`src/rtl/hazard_forward_unit.sv`:
```
// -----------------------------------------------------------------------------
// hazard_forward_unit
//
// Hazard and forwarding controller for the 5-stage RISC-V pipeline.
// It keeps its own copy of the rd / Reg_Write / Mem_Read control that travels
// down ID/EX, EX/MEM and MEM/WB. From that copy it derives the EX operand
// forward selects, the load-use stall, the redirect flush and the freeze
// applied while data memory is not ready.
//
// Ports
//   clk, reset        rising-edge clock, synchronous active-high reset
//   id_rs1_i/rs2_i    source registers of the instruction in ID
//   id_use_rs1/2_i    ID instruction actually reads rs1 / rs2
//   id_rd_i           destination register of the instruction in ID
//   id_reg_write_i    ID instruction writes rd
//   id_mem_read_i     ID instruction is a load
//   ex_redirect_i     EX resolved a taken branch / JAL / JALR this cycle
//   mem_wait_i        data memory not ready, freeze the whole pipe
//   pc_write_o        PC update enable
//   if_id_write_o     IF/ID register enable
//   if_id_flush_o     IF/ID loads a NOP
//   id_ex_bubble_o    ID/EX loads zero control
//   fwd_a_o/fwd_b_o   EX operand select: 00 regfile, 10 EX/MEM, 01 MEM/WB
//   state_o           FSM state: 00 RUN, 01 LDSTALL, 10 REDIR
//
// Optional feature (macro HAZARD_PERF_EN):
//   stall_cnt_o       saturating count of load-use bubble cycles
//   flush_cnt_o       saturating count of IF/ID flush cycles
// -----------------------------------------------------------------------------
module hazard_forward_unit #(
    parameter int REG_ADDR_W = 5
) (
    input  logic                  clk,
    input  logic                  reset,
    input  logic [REG_ADDR_W-1:0] id_rs1_i,
    input  logic [REG_ADDR_W-1:0] id_rs2_i,
    input  logic                  id_use_rs1_i,
    input  logic                  id_use_rs2_i,
    input  logic [REG_ADDR_W-1:0] id_rd_i,
    input  logic                  id_reg_write_i,
    input  logic                  id_mem_read_i,
    input  logic                  ex_redirect_i,
    input  logic                  mem_wait_i,
    output logic                  pc_write_o,
    output logic                  if_id_write_o,
    output logic                  if_id_flush_o,
    output logic                  id_ex_bubble_o,
    output logic [1:0]            fwd_a_o,
    output logic [1:0]            fwd_b_o,
    output logic [1:0]            state_o
`ifdef HAZARD_PERF_EN
    ,
    output logic [31:0]           stall_cnt_o,
    output logic [31:0]           flush_cnt_o
`endif
);

    typedef enum logic [1:0] {
        ST_RUN     = 2'b00,
        ST_LDSTALL = 2'b01,
        ST_REDIR   = 2'b10
    } state_t;

    state_t                  state_r;
    state_t                  state_next_s;

    // Shadow copy of the pipeline control fields
    logic [REG_ADDR_W-1:0]   ex_rs1_r;
    logic [REG_ADDR_W-1:0]   ex_rs2_r;
    logic [REG_ADDR_W-1:0]   ex_rd_r;
    logic                    ex_reg_write_r;
    logic                    ex_mem_read_r;
    logic [REG_ADDR_W-1:0]   mem_rd_r;
    logic                    mem_reg_write_r;
    logic [REG_ADDR_W-1:0]   wb_rd_r;
    logic                    wb_reg_write_r;

    logic                    load_use_s;
    logic                    pc_write_s;
    logic                    if_id_write_s;
    logic                    if_id_flush_s;
    logic                    id_ex_bubble_s;
    logic [1:0]              fwd_a_s;
    logic [1:0]              fwd_b_s;

    // Forward select for one EX operand; the younger EX/MEM result wins and
    // x0 is never forwarded because it is hardwired to zero.
    function automatic logic [1:0] fwd_sel(
        input logic [REG_ADDR_W-1:0] src,
        input logic [REG_ADDR_W-1:0] m_rd,
        input logic                  m_we,
        input logic [REG_ADDR_W-1:0] w_rd,
        input logic                  w_we
    );
        logic [1:0] sel;
        if (m_we && (m_rd != '0) && (m_rd == src)) begin
            sel = 2'b10;
        end else if (w_we && (w_rd != '0) && (w_rd == src)) begin
            sel = 2'b01;
        end else begin
            sel = 2'b00;
        end
        return sel;
    endfunction

    // Load in EX whose destination is needed by the instruction in ID
    always_comb begin
        load_use_s = ex_mem_read_r && (ex_rd_r != '0) &&
                     ((id_use_rs1_i && (ex_rd_r == id_rs1_i)) ||
                      (id_use_rs2_i && (ex_rd_r == id_rs2_i)));
    end

    // Operand forward selects from the shadow pipe
    always_comb begin
        fwd_a_s = fwd_sel(ex_rs1_r, mem_rd_r, mem_reg_write_r, wb_rd_r, wb_reg_write_r);
        fwd_b_s = fwd_sel(ex_rs2_r, mem_rd_r, mem_reg_write_r, wb_rd_r, wb_reg_write_r);
    end

    // Pipe enables: freeze > redirect > load-use stall > free run.
    // Load-use is only honoured in RUN; in REDIR the ID slot holds a squashed
    // NOP, and in LDSTALL the bubble is already in EX.
    always_comb begin
        pc_write_s     = 1'b1;
        if_id_write_s  = 1'b1;
        if_id_flush_s  = 1'b0;
        id_ex_bubble_s = 1'b0;
        if (mem_wait_i) begin
            pc_write_s     = 1'b0;
            if_id_write_s  = 1'b0;
        end else if (ex_redirect_i) begin
            if_id_flush_s  = 1'b1;
            id_ex_bubble_s = 1'b1;
        end else if ((state_r == ST_RUN) && load_use_s) begin
            pc_write_s     = 1'b0;
            if_id_write_s  = 1'b0;
            id_ex_bubble_s = 1'b1;
        end else begin
            pc_write_s     = 1'b1;
            if_id_write_s  = 1'b1;
        end
    end

    // Next-state logic; the state holds while memory is stalled
    always_comb begin
        state_next_s = state_r;
        if (mem_wait_i) begin
            state_next_s = state_r;
        end else begin
            case (state_r)
                ST_RUN: begin
                    if (ex_redirect_i) begin
                        state_next_s = ST_REDIR;
                    end else if (load_use_s) begin
                        state_next_s = ST_LDSTALL;
                    end else begin
                        state_next_s = ST_RUN;
                    end
                end
                ST_LDSTALL: begin
                    if (ex_redirect_i) begin
                        state_next_s = ST_REDIR;
                    end else begin
                        state_next_s = ST_RUN;
                    end
                end
                ST_REDIR: begin
                    state_next_s = ST_RUN;
                end
                default: begin
                    state_next_s = ST_RUN;
                end
            endcase
        end
    end

    // State register and shadow pipe; a bubble zeroes the EX entry
    always_ff @(posedge clk) begin
        if (reset) begin
            state_r         <= ST_RUN;
            ex_rs1_r        <= '0;
            ex_rs2_r        <= '0;
            ex_rd_r         <= '0;
            ex_reg_write_r  <= 1'b0;
            ex_mem_read_r   <= 1'b0;
            mem_rd_r        <= '0;
            mem_reg_write_r <= 1'b0;
            wb_rd_r         <= '0;
            wb_reg_write_r  <= 1'b0;
        end else if (!mem_wait_i) begin
            state_r         <= state_next_s;
            if (id_ex_bubble_s) begin
                ex_rs1_r       <= '0;
                ex_rs2_r       <= '0;
                ex_rd_r        <= '0;
                ex_reg_write_r <= 1'b0;
                ex_mem_read_r  <= 1'b0;
            end else begin
                ex_rs1_r       <= id_rs1_i;
                ex_rs2_r       <= id_rs2_i;
                ex_rd_r        <= id_rd_i;
                ex_reg_write_r <= id_reg_write_i;
                ex_mem_read_r  <= id_mem_read_i;
            end
            mem_rd_r        <= ex_rd_r;
            mem_reg_write_r <= ex_reg_write_r;
            wb_rd_r         <= mem_rd_r;
            wb_reg_write_r  <= mem_reg_write_r;
        end else begin
            state_r         <= state_r;
        end
    end

`ifdef HAZARD_PERF_EN
    logic [31:0] stall_cnt_r;
    logic [31:0] flush_cnt_r;
    logic        stall_inc_s;

    // A bubble without a redirect can only come from load-use
    always_comb begin
        stall_inc_s = id_ex_bubble_s && !ex_redirect_i;
    end

    // Saturating performance counters
    always_ff @(posedge clk) begin
        if (reset) begin
            stall_cnt_r <= 32'd0;
            flush_cnt_r <= 32'd0;
        end else begin
            if (stall_inc_s && (stall_cnt_r != 32'hFFFF_FFFF)) begin
                stall_cnt_r <= stall_cnt_r + 32'd1;
            end else begin
                stall_cnt_r <= stall_cnt_r;
            end
            if (if_id_flush_s && (flush_cnt_r != 32'hFFFF_FFFF)) begin
                flush_cnt_r <= flush_cnt_r + 32'd1;
            end else begin
                flush_cnt_r <= flush_cnt_r;
            end
        end
    end

    assign stall_cnt_o = stall_cnt_r;
    assign flush_cnt_o = flush_cnt_r;
`endif

    assign pc_write_o     = pc_write_s;
    assign if_id_write_o  = if_id_write_s;
    assign if_id_flush_o  = if_id_flush_s;
    assign id_ex_bubble_o = id_ex_bubble_s;
    assign fwd_a_o        = fwd_a_s;
    assign fwd_b_o        = fwd_b_s;
    assign state_o        = state_r;

endmodule

```
`config.mk`:
```
export PLATFORM = sky130hd
export DESIGN_NAME = hazard_forward_unit
export DESIGN_NICKNAME = d
export VERILOG_FILES = /design/src/rtl/hazard_forward_unit.sv
export SDC_FILE = /design/constraint.sdc
export NUM_CORES = 1
export LEC_CHECK = 0
export ABC_AREA = 1
export CAP_MARGIN = 20
export CORE_UTILIZATION = 30
export CTS_BUF_LIST = sky130_fd_sc_hd__clkbuf_4
export CTS_CLUSTER_DIAMETER = 100
export DETAILED_ROUTE_END_ITERATION = 7
export HOLD_SLACK_MARGIN = 0.03
export PLACE_DENSITY = 0.6
export SLEW_MARGIN = 20
export SYNTH_ARGS = -nofsm -noshare
export SYNTH_HDL_FRONTEND = slang
export SYNTH_SLANG_ARGS = --single-unit
```
`constraint.sdc`:
```
create_clock -name clk -period 1.9 [get_ports clk]
set_input_delay 0.475 -clock clk [delete_from_list [all_inputs] [get_ports clk]]
set_output_delay 0.475 -clock clk [all_outputs]
set_load 0.03 [all_outputs]
```
# After elaboration in Yosys (flattened, before gate mapping)
# Cells that the tools add are included.
# totals
ff_bits,31
input_bits,23
output_inout_bits,10
word_cells,54
# classes
n_eq_ne,7
muxes,21
n_reduce_logical,16
# op_table
cell,count
== test 5 bit,6
2-to-1 mux 5 bit,3
nonzero test 5 bit,3
2-to-1 mux 1 bit,13
logical AND 1 bit,11
2-to-1 mux 2 bit,4
case mux 2 bit (2 select lines),1
"== test 2 x 1 -> 1 bit, second input constant",1
logical NOT 2 bit,1
logical OR 1 bit,1

# Longest topological paths before layout
# logic_depth
ltp_word,9
mapped_depth,10
mapped_depth_nobuf,9

# Worst setup path after synthesis
# OpenSTA, ideal clock, no wires.
# synth_path
kind,reg-to-output
start,register mem_rd_r[0]
end,output fwd_b_o[0]
arrival_time_ns,1.984
t_required_ns,1.425
slack_ns,-0.559
path_stages_with_launch,6
path_buffers,0
path_cell_list,dfxtp_1 -> nor2_1 -> nand3_1 -> nand2_1 -> nor4_1 -> nor2_1
# synth_via
elab_chain_len,4
word_cells_on_any_way,5
classes_between,1 x eq/ne; 1 x mux; 3 x reduce/logical
# synth_lines
item,line,source
from (decl),73,logic [REG_ADDR_W-1:0] mem_rd_r;
from (signal assigned),204,mem_rd_r <= ex_rd_r;
nonzero test 5 bit,96,if (m_we && (m_rd != '0) && (m_rd == src)) begin
logical AND 1 bit,96,
logical AND 1 bit *,96,
2-to-1 mux 2 bit *,96,
to (decl),49,"output logic [1:0] fwd_b_o,"
# Mark *: on every way between the ends. The rest lies on a longest branch, timed or not.

# Final worst setup path
# layout_path
start,register mem_rd_r[3]
end,output fwd_a_o[0]
# layout_via
elab_chain_len,4
word_cells_on_any_way,5
classes_between,1 x eq/ne; 1 x mux; 3 x reduce/logical
# layout_lines
item,line,source
nonzero test 5 bit,96,
logical AND 1 bit,96,
logical AND 1 bit *,96,
2-to-1 mux 2 bit *,96,
to (decl),48,"output logic [1:0] fwd_a_o,"
# Marks and branches as above.

==> impl_metrics.toml <==
[cells_and_area]
n_fill_cell = 550
fin_nets = 336
antenna_cells = 0
final_layout_size_suffix_gt1_share_pct = 34.4
final_area_mm2 = 0.00253
post-route-util_pct = 48.7
areaGrowthSynthToFinish_pct = 54.1

[worst_setup_path]
required_ns = 1.42
arrival_ns = 1.55
path_max_fanout = 4
crit_slowest_cell = "dfxtp_2"
cp.buffers_inverters = 2
critPathLaunchType = "flip-flop"
r2r_cells = 10
criticalPathCategory = "flip-flop to output port"
critPathMaxStageDelay_ns = 0.35
critPathTopFamily = "simple AND/OR/NAND/NOR gates"
cp-end-kind = "output port"
r2r-start = "ex_rd_r[2]$_SDFFE_PP0N_"
r2r-end = "ex_rs2_r[4]$_SDFFE_PP0N_"
path_cells = "buf_6, xor2_1, nor4_2, nor2_1, buf_4"
worstSetupStartpoint = "mem_rd_r[3]$_SDFFE_PP0N_"
r2r_slack_ns = 0.48

[cts]
clockBufferDepth = 2
h-tree-depth = 2
clk_pin_slew_worst_paths_ns = 0.10
clock-sinks = 31
cts_root_buffer = "clkbuf_4"
cts_buffers = 5
clock_latency_ns = 0.34
tritoncts = "done"
cts_hold_buffers = 0

[pwr]
p_per_area_mw_per_mm2 = 608
swShare_pct = 31.5
p_switching_mw = 0.485
p_comb_share_pct = 26.5
seq_power_share_pct = 48.0
power_leakage_nw = 1.20
p_int_mw = 1.06
p_clk_share_pct = 25.5
vdd_drop_max_mv = 0.251

[sta]
fmax_mhz = 493
rsz0062_at_grt = "true"
slew-limit-headroom_pct = 77.4
finalHoldViolations = 0
setup_slack_ns = -0.129
drv_slew = 0
worst_pin_slew_ns = 0.338
fin_skew_ns = 0.00454
period_share_pct = 107
min_period_ns = 2.03
setup_viol = 7

[global_route]
track_usage_pct = 16.6
first_global_vias = 1589
antenna_found_initial = 0
grt_first_pass_wirelength_um = 7530
grt_max_degree = 39
grt_overflow = 0

[yosys]
synthArstFlopShare_pct = 0
synth.top_cells.by_area = "dfxtp_1, nor2_1, nand2_1, o21ai_0, xnor2_1"
ys_ff_latch = 31
synth_top_area_cell = "dfxtp_1"
yosys_warnings = 0
synth_cells = 236
syn_area_mm2 = 0.00164
syn_avg_cell_area_um2 = 6.97
ys_types = 26
synth_common_cells = "nor2_1, nand2_1, dfxtp_1, o21ai_0, inv_1"
synth_top_area_share_pct = 37.7
ys.flop_type = "dfxtp_1"
yosys.cell_count.top_type = "nor2_1"
synth_edf_count = 0
seq_area_frac_synth_pct = 37.7
syn_nets = 259

[place]
dp_slack_ns = -0.383
dp_hpwl_um = 3350
placed_area_mm2 = 0.00225
globalplace.congestion = 0.832
io_buffers = 32

[routing]
vias = 1704
drt-wirelength-per-cell_um = 11.9
first_iter_violations = 65
routed_wl_um = 4570
drt.antenna.violating_nets = 0
drt_first_pass_iters = 4
via_per_inst = 4.44
drc = 0

[hold_path]
worstHoldPathType = "flip-flop to flip-flop"
hold_end = "wb_reg_write_r$_SDFFE_PP0N_"
worstHoldStart = "wb_reg_write_r$_SDFFE_PP0N_"
holdPathStages = 2

[floorplanning]
ios = 33
initial_utilization_pct = 31.6
coreArea_mm2 = 0.00520
die_area_mm2 = 0.00578
die_h_um = 76.0
die_x_um = 76.0
fp-row-count = 26

[outcome]
violations = "negative setup slack"
status = "finished with violations"

[job]
cap_viol_max_count = 0
==> metrics by stage <==
step                      hold slack [ns]  setup TNS [ns]  std cells  power (mW)
after global routing                0.538           -1.11        384        1.63
after global placement              0.463           -3.91        362        1.11
after floorplan                     0.448          -0.285        236       0.949
final                               0.492          -0.546        384        1.54
after CTS                           0.499          -0.734        380        1.53
after detailed placement            0.477           -4.17        362        1.11
==> cell usage in the layout, fill, tap and decap left out, types with 5 or more instances in the layout <==
master	synthesis	routed
nand2_1	36	33
clkdlybuf4s50_1	0	9
inv_2	1	6
o21ai_0	26	25
dfxtp_2	0	13
o211ai_1	6	6
inv_1	19	13
buf_4	1	50
dlygate4sd2_1	0	11
dfxtp_1	31	14
nand3_1	6	5
nor2_1	50	47
clkbuf_4	0	6
buf_6	2	7
xor2_1	10	9
a21oi_1	15	15
xnor2_1	10	6
==> timing repair <==
item	4_1_cts	5_1_grt
buffers inserted	10	4
setup endpoints to repair	9	9
pin swaps	16	19
gates resized for setup	56	20
==> cell type report <==
class	count	area, um^2	share of cell area, %
inverters	21	81.3	3.21
repair buffers	81	684	27.0
flip-flops and latches	31	652	25.7
clock inverters	2	7.51	0.296
clock buffers	6	45.0	1.78
well taps	70	87.6	3.46
multi-input cells	173	976	38.5
==> routing by layer <==
metal  routed length [um]  track usage (%)  share of wire [%]
met1                 2190             21.3                 48
met2                 2120             27.6                 46
met3                  181             3.23                4.0
met4                   75             6.35                1.6
met5                    0                0                  0
==> worst min-delay path, stage by stage, from the launching register on <==
cell and delay, ns:
dfxtp_1 0.34, nor2_1 0.05, nor2_1 0.08
==> logic make-up (layout without fill, tap and decap cells) <==
group / after synthesis / after routing / share of synthesized area, %
AND/OR/NAND/NOR: 104 / 104 / 26.3
AO/OA/AOI/OAI: 49 / 49 / 16.1
buffers and inverters: 32 / 110 / 9.21
flip-flops: 31 / 31 / 37.7
XOR/XNOR: 20 / 20 / 10.7
==> power groups by stage <==
stage	clock [mW]	sequential, mW	combinational [mW]
after detailed placement	0	0.749	0.366
after CTS	0.401	0.739	0.393
after global routing	0.430	0.747	0.448
after global placement	0	0.747	0.364
final	0.392	0.740	0.408
after floorplan	0	0.744	0.205
==> state kept, by name, summed over array words and instances, names as in the netlist, 2 cells and up <==
| name | cells |
|---|---|
| ex_rs1_r | 5 |
| ex_rs2_r | 5 |
| ex_rd_r | 5 |
| mem_rd_r | 5 |
| wb_rd_r | 5 |
| state_o | 2 |
==> worst max path at each step <==
stage,end,slack [ns],cells after the start
after floorplan,fwd_a_o[0],-0.14,5
after global placement,id_ex_bubble_o,-0.37,10
final,fwd_a_o[0],-0.13,5
after global routing,fwd_a_o[0],-0.21,6
after detailed placement,id_ex_bubble_o,-0.38,10
after CTS,fwd_a_o[0],-0.15,6
Note: power is estimated with default switching activity, not from simulation.
